**src/rtl/q_proj_tile_scheduler.sv**
```systemverilog
// q_proj_tile_scheduler
//   Sequences Q-projection tiles across NUM_LANES compute lanes. For each tile
//   it pulses lane_start on all lanes and waits at a barrier until every lane
//   has pulsed lane_done. It then pulses commit, pulses advance one cycle later,
//   and moves on to the next tile. A run ends with a one-cycle finished pulse.
//
// Optional feature: define QPS_TIMEOUT_EN to enable the barrier watchdog.
//   When enabled, TIMEOUT_CYCLES WAIT cycles without a barrier move the FSM to
//   ERROR. ERROR holds err and busy high until rst.
//
// Ports
//   clk        clock, all logic on posedge
//   rst        synchronous active-high reset
//   start      run request, sampled only in IDLE
//   cfg_tiles  tiles per run, sampled with start, saturates to MAX_TILES
//   lane_start one-cycle start pulse to every lane
//   lane_done  per-lane completion pulses, any order, any cycle
//   tile_idx   index of the tile in flight
//   commit     barrier met for tile_idx
//   advance    one cycle after commit
//   busy       first ISSUE cycle through last ADVANCE cycle (and ERROR)
//   finished   one-cycle end-of-run pulse
//   err        sticky watchdog flag (constant 0 without QPS_TIMEOUT_EN)
module q_proj_tile_scheduler #(
  parameter int NUM_LANES      = 4,
  parameter int MAX_TILES      = 16,
  parameter int TIMEOUT_CYCLES = 1023,
  localparam int TILE_W = $clog2(MAX_TILES),
  localparam int CNT_W  = $clog2(MAX_TILES + 1)
) (
  input  logic                 clk,
  input  logic                 rst,
  input  logic                 start,
  input  logic [CNT_W-1:0]     cfg_tiles,
  output logic [NUM_LANES-1:0] lane_start,
  input  logic [NUM_LANES-1:0] lane_done,
  output logic [TILE_W-1:0]    tile_idx,
  output logic                 commit,
  output logic                 advance,
  output logic                 busy,
  output logic                 finished,
  output logic                 err
);

  typedef enum logic [2:0] {
    S_IDLE    = 3'd0,
    S_ISSUE   = 3'd1,
    S_WAIT    = 3'd2,
    S_COMMIT  = 3'd3,
    S_ADVANCE = 3'd4,
    S_ERROR   = 3'd5
  } state_t;

  state_t               state_r, state_s;
  logic [NUM_LANES-1:0] seen_r, seen_s;
  logic [TILE_W-1:0]    tile_idx_r, tile_idx_s;
  logic [CNT_W-1:0]     cfg_r, cfg_s;
  logic                 fin_s;
  logic                 all_done_s;
  logic                 last_s;
  logic [NUM_LANES-1:0] lane_start_r;
  logic                 commit_r, advance_r, busy_r, finished_r;

`ifdef QPS_TIMEOUT_EN
  localparam int WCNT_W = $clog2(TIMEOUT_CYCLES + 1);
  logic [WCNT_W-1:0]    wait_cnt_r, wait_cnt_s;
  logic                 err_r;
`else
  // TIMEOUT_CYCLES has no role without the watchdog.
  logic [31:0]          timeout_unused_s;
  assign timeout_unused_s = 32'(TIMEOUT_CYCLES);
`endif

  // A lane pulsing in the same cycle as the last missing bit still completes the barrier.
  assign all_done_s = &(seen_r | lane_done);
  assign last_s     = (CNT_W'(tile_idx_r) == (cfg_r - CNT_W'(1)));

  // Next-state and next-register computation.
  always_comb begin
    state_s    = state_r;
    seen_s     = seen_r;
    tile_idx_s = tile_idx_r;
    cfg_s      = cfg_r;
    fin_s      = 1'b0;
`ifdef QPS_TIMEOUT_EN
    wait_cnt_s = wait_cnt_r;
`endif
    case (state_r)
      S_IDLE: begin
        tile_idx_s = {TILE_W{1'b0}};
        if (start && (cfg_tiles != {CNT_W{1'b0}})) begin
          cfg_s   = (cfg_tiles > CNT_W'(MAX_TILES)) ? CNT_W'(MAX_TILES) : cfg_tiles;
          state_s = S_ISSUE;
        end else if (start) begin
          // Empty run: report completion without touching the lanes.
          fin_s = 1'b1;
        end else begin
          state_s = S_IDLE;
        end
      end
      S_ISSUE: begin
        // lane_done during ISSUE is dropped; the barrier starts clean.
        seen_s  = {NUM_LANES{1'b0}};
`ifdef QPS_TIMEOUT_EN
        wait_cnt_s = {WCNT_W{1'b0}};
`endif
        state_s = S_WAIT;
      end
      S_WAIT: begin
        seen_s = seen_r | lane_done;
        if (all_done_s) begin
          state_s = S_COMMIT;
`ifdef QPS_TIMEOUT_EN
        end else if (wait_cnt_r == WCNT_W'(TIMEOUT_CYCLES - 1)) begin
          state_s = S_ERROR;
        end else begin
          wait_cnt_s = wait_cnt_r + WCNT_W'(1);
`else
        end else begin
          state_s = S_WAIT;
`endif
        end
      end
      S_COMMIT: begin
        // finished must line up with advance, so decide it one cycle early.
        fin_s   = last_s;
        state_s = S_ADVANCE;
      end
      S_ADVANCE: begin
        if (last_s) begin
          tile_idx_s = {TILE_W{1'b0}};
          state_s    = S_IDLE;
        end else begin
          tile_idx_s = tile_idx_r + TILE_W'(1);
          state_s    = S_ISSUE;
        end
      end
      S_ERROR: begin
        state_s = S_ERROR;
      end
      default: begin
        state_s = S_IDLE;
      end
    endcase
  end

  // State, bookkeeping and registered outputs.
  always_ff @(posedge clk) begin
    if (rst) begin
      state_r      <= S_IDLE;
      seen_r       <= {NUM_LANES{1'b0}};
      tile_idx_r   <= {TILE_W{1'b0}};
      cfg_r        <= {CNT_W{1'b0}};
      lane_start_r <= {NUM_LANES{1'b0}};
      commit_r     <= 1'b0;
      advance_r    <= 1'b0;
      busy_r       <= 1'b0;
      finished_r   <= 1'b0;
`ifdef QPS_TIMEOUT_EN
      wait_cnt_r   <= {WCNT_W{1'b0}};
      err_r        <= 1'b0;
`endif
    end else begin
      state_r      <= state_s;
      seen_r       <= seen_s;
      tile_idx_r   <= tile_idx_s;
      cfg_r        <= cfg_s;
      lane_start_r <= {NUM_LANES{state_s == S_ISSUE}};
      commit_r     <= (state_s == S_COMMIT);
      advance_r    <= (state_s == S_ADVANCE);
      busy_r       <= (state_s != S_IDLE);
      finished_r   <= fin_s;
`ifdef QPS_TIMEOUT_EN
      wait_cnt_r   <= wait_cnt_s;
      err_r        <= (state_s == S_ERROR);
`endif
    end
  end

  assign lane_start = lane_start_r;
  assign tile_idx   = tile_idx_r;
  assign commit     = commit_r;
  assign advance    = advance_r;
  assign busy       = busy_r;
  assign finished   = finished_r;
`ifdef QPS_TIMEOUT_EN
  assign err        = err_r;
`else
  assign err        = 1'b0;
`endif

endmodule

```
**config.mk**
```make
export PLATFORM = sky130hd
export DESIGN_NAME = q_proj_tile_scheduler
export DESIGN_NICKNAME = d
export VERILOG_FILES = /design/src/rtl/q_proj_tile_scheduler.sv
export SDC_FILE = /design/constraint.sdc
export NUM_CORES = 1
export LEC_CHECK = 0
export ABC_AREA = 1
export CORE_ASPECT_RATIO = 0.7
export CORE_MARGIN = 1
export CORE_UTILIZATION = 43
export CTS_BUF_LIST = sky130_fd_sc_hd__clkbuf_4 sky130_fd_sc_hd__clkbuf_8 sky130_fd_sc_hd__clkbuf_16
export DETAILED_ROUTE_END_ITERATION = 6
export PLACE_DENSITY = 0.74
export SETUP_SLACK_MARGIN = 0.02
export SYNTH_ARGS = -nofsm -noshare
export SYNTH_HDL_FRONTEND = slang
export SYNTH_SLANG_ARGS = --single-unit
```
**constraint.sdc**
```tcl
create_clock -name clk -period 1.4 [get_ports clk]
set_input_delay 0.35 -clock clk [delete_from_list [all_inputs] [get_ports clk]]
set_output_delay 0.35 -clock clk [all_outputs]
set_load 0.05 [all_outputs]
```
# Word-level counts from Yosys, hierarchy flattened
# Index checks and enable logic that the tools add are counted.
[totals] register_bits=21 inputBits=12 out_inout_bits=13 word_cells=42
[classes] add_sub_neg=2 n_lt_le_gt_ge=1 n_eq_ne=9 mux=12 n_bitwise=1 n_reduce_logical=8
[op_table] cell="3-bit case mux with 6 select lines" count=1
[op_table] cell="4-bit case mux with 2 select lines" count=2
[op_table] cell="3-bit by 2-bit equality test with 1-bit output, second input constant" count=3
[op_table] cell="3-bit equality test, second input constant" count=3
[op_table] cell="3-bit by 1-bit equality test with 1-bit output, second input constant" count=2
[op_table] cell="3-bit two-way mux" count=2
[op_table] cell="4-bit by 5-bit equality test with 1-bit output" count=1
[op_table] cell="5-bit greater-than comparator, second input constant" count=1
[op_table] cell="5-bit two-way mux" count=1
[op_table] cell="5-bit nonzero test" count=1
[op_table] cell="5-bit by 1-bit subtractor with 5-bit output, second input constant" count=1
[op_table] cell="4-bit by 1-bit adder with 4-bit output, second input constant" count=1
[op_table] cell="1-bit two-way mux" count=4
[op_table] cell="4-bit two-way mux" count=1
[op_table] cell="4-bit bitwise OR" count=1
[op_table] cell="4-bit AND reduction" count=1
[op_table] cell="2-bit nonzero test" count=2
[op_table] cell="3-bit logical NOT" count=1
[op_table] cell="3-bit nonzero test" count=1
[op_table] cell="1-bit case mux with 2 select lines" count=1
[op_table] cell="2-bit AND reduction" count=1
[op_table] cell="1-bit logical AND" count=1

# Depth between registers and ports, before layout
# Gate-level depths: netlist (run 1).
[depth] depth_word=5 depth_mapped=12 mapped_depth_nobuf=12

# Worst setup path before layout (run 1)
# No wires, ideal clock.
[synth_path] kind="reg2reg" from="register tile_idx_r[3] (netlist: tile_idx[3])" to="register busy_r (netlist: busy)" setup_time_ns=0.113 arrival_ns=1.435 required_time_ns=1.287 slack_ns=-0.149 stages_incl_launch_ff=12 path_buffers=0 period_less_slack_ns=1.549 path_cell_list="dfxtp_1 inv_1 nand2_1 nand2_1 nand2_1 nand2_1 nor2_2 nand2_2 nand2_2 nand2_1 nand2_2 nand2_1"
[synth_between] elab_chain_cells=4
[synth_rtl] item="start: declaration" line="56" source="logic [TILE_W-1:0] tile_idx_r, tile_idx_s;"
[synth_rtl] item="start signal: assignment" line="152" source="tile_idx_r <= {TILE_W{1'b0}};"
[synth_rtl] item="start signal: assignment" line="166" source="tile_idx_r <= tile_idx_s;"
[synth_rtl] item="4-bit by 5-bit equality test with 1-bit output" line="76" source="assign last_s = (CNT_W'(tile_idx_r) == (cfg_r - CNT_W'(1)));"
[synth_rtl] item="1-bit two-way mux" line="130" source="if (last_s) begin"
[synth_rtl] item="3-bit case mux with 6 select lines" line="88" source="case (state_r)"
[synth_rtl] item="3-bit nonzero test" line="171" source="busy_r <= (state_s != S_IDLE);"
[synth_rtl] item="end signal: assignment" line="171"
[synth_rtl] item="end: declaration" line="62" source="logic commit_r, advance_r, busy_r, finished_r;"
# No other way between the ends.
# A chain may end at the register's enable or synchronous reset.

# Worst setup path in the final report (run 1)
[layout_path] from="register cfg_r[1]" to="register busy_r (netlist: busy)"
[layout_between] elab_chain_cells=5
[layout_rtl] item="start: declaration" line="57" source="logic [CNT_W-1:0] cfg_r, cfg_s;"
[layout_rtl] item="start signal: assignment" line="153" source="cfg_r <= {CNT_W{1'b0}};"
[layout_rtl] item="start signal: assignment" line="167" source="cfg_r <= cfg_s;"
[layout_rtl] item="5-bit by 1-bit subtractor with 5-bit output" line="76"
[layout_rtl] item="4-bit by 5-bit equality test with 1-bit output" line="76"
[layout_rtl] item="1-bit two-way mux" line="130"
[layout_rtl] item="3-bit case mux with 6 select lines" line="88"
[layout_rtl] item="3-bit nonzero test" line="171"
# No other way between the ends.

==> results.py, run 1 <==
metrics = {
    "critical_path": {
        "endpoint_kind": "flip-flop",
        "crit_type": "flip-flop to flip-flop",
        "critPathSlowestCell": "dfxtp_2",
        "critPathTopFamily": "simple AND/OR/NAND/NOR gates",
        "cp.required_ps": 1610,
        "path_buf_inv": 2,
        "max_stage_delay_ps": 340,
        "critPathMaxFanout": 4,
        "cp_cell_sequence": "inv_2 -> ha_4 -> nand2_2 -> inv_2 -> nor2_2 -> nand3_1 -> nor2_2 -> nand2_2 -> nand2_2 -> nand2_2 -> nand2_2 -> nand2_1",
        "cp.arrival_ps": 1700,
        "start_kind": "flip-flop",
        "timing.critical_path.mode_cell": "nand2_2",
    },
    "yosys": {
        "synth_fp_nets": 163,
        "yosys.area.top_type": "dfxtp_1",
        "ys_top_cells_by_area": "dfxtp_1, nand2_1, a21oi_1",
        "synth-edff-count": 0,
        "synthArstFlopShare": 0,
        "synth_seq_area_share": 0.3967,
        "syn_inst": 149,
        "yosys-top-cells-count": "nand2_1, dfxtp_1, a21oi_1",
        "ys_ff_latch": 21,
        "syn_area_per_cell_um2": 7.113,
        "yosysMostFrequentCell": "nand2_1",
        "ys.flop_type": "dfxtp_1",
        "ys_types": 24,
        "yosysWarningCount": 0,
        "yosys.area.top_type_share": 0.3967,
        "synth.cell_area_um2": 1060,
    },
    "sta": {
        "finalSetupViolCount": 7,
        "timing.final.hold_violations": 0,
        "fin_crit_sh": 1.066,
        "period_minus_slack_ps": 1492,
        "rsz0062_at_grt": "yes",
        "worst_slack_ps": -92.26,
        "fmax_mhz": 670.1,
        "finalClockSkew_ps": 2.045,
        "slew_violations": 0,
    },
    "global_route": {
        "grt_overflow_total": 0,
        "grt_pass1_vias": 952,
        "grt_max_degree": 13,
        "grt_pass1_wl_um": 4071,
        "grtUsageTotal": 0.2080,
        "antenna_found_initial": 0,
    },
    "floorplan": {
        "rows": 14,
        "die_y_um": 43.54,
        "start_util": 0.4727,
        "fp.coreArea_um2": 2242,
        "pin_count": 25,
        "fp.dieArea_um2": 2670,
        "chipWidth_um": 61.34,
    },
    "route": {
        "drt-total-wl_um": 2662,
        "via_per_inst": 4.858,
        "vias": 1064,
        "ant_nets": 0,
        "drc": 0,
        "drt_iter0_drc": 48,
        "drt_pass1_iterations": 4,
        "wl_per_cell_um": 12.16,
    },
    "layout": {
        "fillers": 188,
        "drive_above_1_share": 0.3636,
        "area_growth_syn_to_layout_pct": 53.72,
        "fin_area_um2": 1629,
        "num_antenna_cells": 0,
        "fin_nets": 202,
        "final_util": 0.7266,
        "stdcell_count": 219,
    },
    "power_and_ir_drop": {
        "total_power_uw": 1412,
        "peakVddDrop_uv": 561.7,
        "p_leak_uw": 0.0006937,
        "power_per_cell_area_nw_per_um2": 867.0,
    },
    "min_path": {
        "worstHoldPathType": "flip-flop to flip-flop",
    },
    "clocking": {
        "cts_tree": "yes",
        "clk_pin_slew_ps": 110,
        "cts_buffers": 3,
        "clock_path_buffers": 2,
        "clock_latency_ps": 300,
        "cts_max_level": 1,
        "cts_root_buf": "clkbuf_4",
        "clkSinkCount": 21,
    },
    "run_status": {
        "violations": "setup timing",
        "status": "finished, violations left",
    },
    "placement": {
        "port_buffers": 23,
        "place_area_um2": 1545,
        "placed_cells_incl_taps": 212,
        "dp_hpwl_um": 1943,
        "detailedPlace.worstSlack_ps": -228.1,
        "place.gp.congestion": 0.8282,
    },
    "job": {
        "drv_cap": 0,
    },
}
## stage by stage
stage | TNS, ps | hold slack (ps)
floorplan | 0 | 440.6
global placement | -1531 | 452.6
detailed placement | -1782 | 456.1
CTS | -197.4 | 476.3
global route | -1317 | 502.9
finish | -438.6 | 473.5
## where the power goes
| part | leakage [µW] | switching (µW) | internal (µW) |
|---|---|---|---|
| registers | 0.000174 | 36.9 | 633 |
| logic | 0.000502 | 238 | 215 |
| clock network | 0.0000177 | 183 | 106 |
## metal layers
metal  share of wire  vias up  track usage
met2            0.44       30       0.3239
met1            0.50      478       0.2998
li1                -      554            -
met5               0        -            0
met4          0.0049        0      0.02667
met3           0.047        2      0.05373
## cells by family (layout without fill, tap and decap cells)
kind of cell	count (synthesis)	count (layout)	share of synthesized area
flip-flops	21	21	0.3967
AND/OR/NAND/NOR	74	74	0.3223
adder cells (fa/ha/maj)	2	2	0.02361
AO/OA/AOI/OAI	26	26	0.1381
XOR/XNOR	2	2	0.01653
buffers and inverters	23	61	0.09917
other	1	1	0.003539
## worst register-to-register path, cell delays in order (launching register included)
cell	delay (ps)
dfxtp_2	340
inv_2	50
ha_4	230
nand2_2	70
inv_2	30
nor2_2	90
nand3_1	90
nor2_2	140
nand2_2	100
nand2_2	90
nand2_2	50
nand2_2	60
nand2_1	60
## cells in the final DEF (no fill, tap or decap), types with 3 or more instances in the layout
master           count
a21oi_1             16
buf_12              13
buf_4               16
clkbuf_4             3
clkdlybuf4s50_1     11
dfxtp_1             14
dfxtp_2              7
inv_1               11
inv_2                6
nand2_1             33
nand2_2              6
nand3_1              9
nor2_1              11
nor2_2               5
o21ai_0              3
## state kept, by name (all words and copies together) (netlist names)
register / flops
finished: 1
cfg_r: 5
state_r: 3
seen_r: 4
commit: 1
lane_start: 1
tile_idx: 4
busy: 1
advance: 1
## repair_timing
item	in CTS	in global routing
gates cloned	0	0
hold buffers	0	0
pin swaps	1	6
hold endpoints to repair	0	0
buffers inserted	1	2
setup endpoints to repair	11	10
gates resized for setup	1	10
## final timing paths
kind / end / slack, ps / start / cells after the start
hold reg to reg: seen_r[3] / 470 / seen_r[3] / 2
setup / recovery: busy / -90 / cfg_r[1] / 12
hold / removal: seen_r[3] / 470 / seen_r[3] / 2
setup reg to reg: busy / -90 / cfg_r[1] / 12
## layout make-up
type | count | area [µm²] | area share
clock buffers | 3 | 22.52 | 0.01382
repair buffers | 40 | 490.5 | 0.3011
multi-input cells | 105 | 578.1 | 0.3548
flip-flops and latches | 21 | 429.2 | 0.2634
inverters | 17 | 63.81 | 0.03917
clock inverters | 1 | 5.005 | 0.003072
well taps | 32 | 40.04 | 0.02458
No activity file was read; power rests on OpenSTA's default activity.
==> run 2, diff against run 1 <==
--- a/config.mk
+++ b/config.mk
@@ -13,6 +13,7 @@
 export DETAILED_ROUTE_END_ITERATION = 6
 export PLACE_DENSITY = 0.74
 export SETUP_SLACK_MARGIN = 0.02
+export SKIP_LAST_GASP = 1
 export SYNTH_ARGS = -nofsm -noshare
 export SYNTH_HDL_FRONTEND = slang
 export SYNTH_SLANG_ARGS = --single-unit
==> results of run 2 <==
Same layout as run 1: the final DEF is identical, and so are final timing and power.
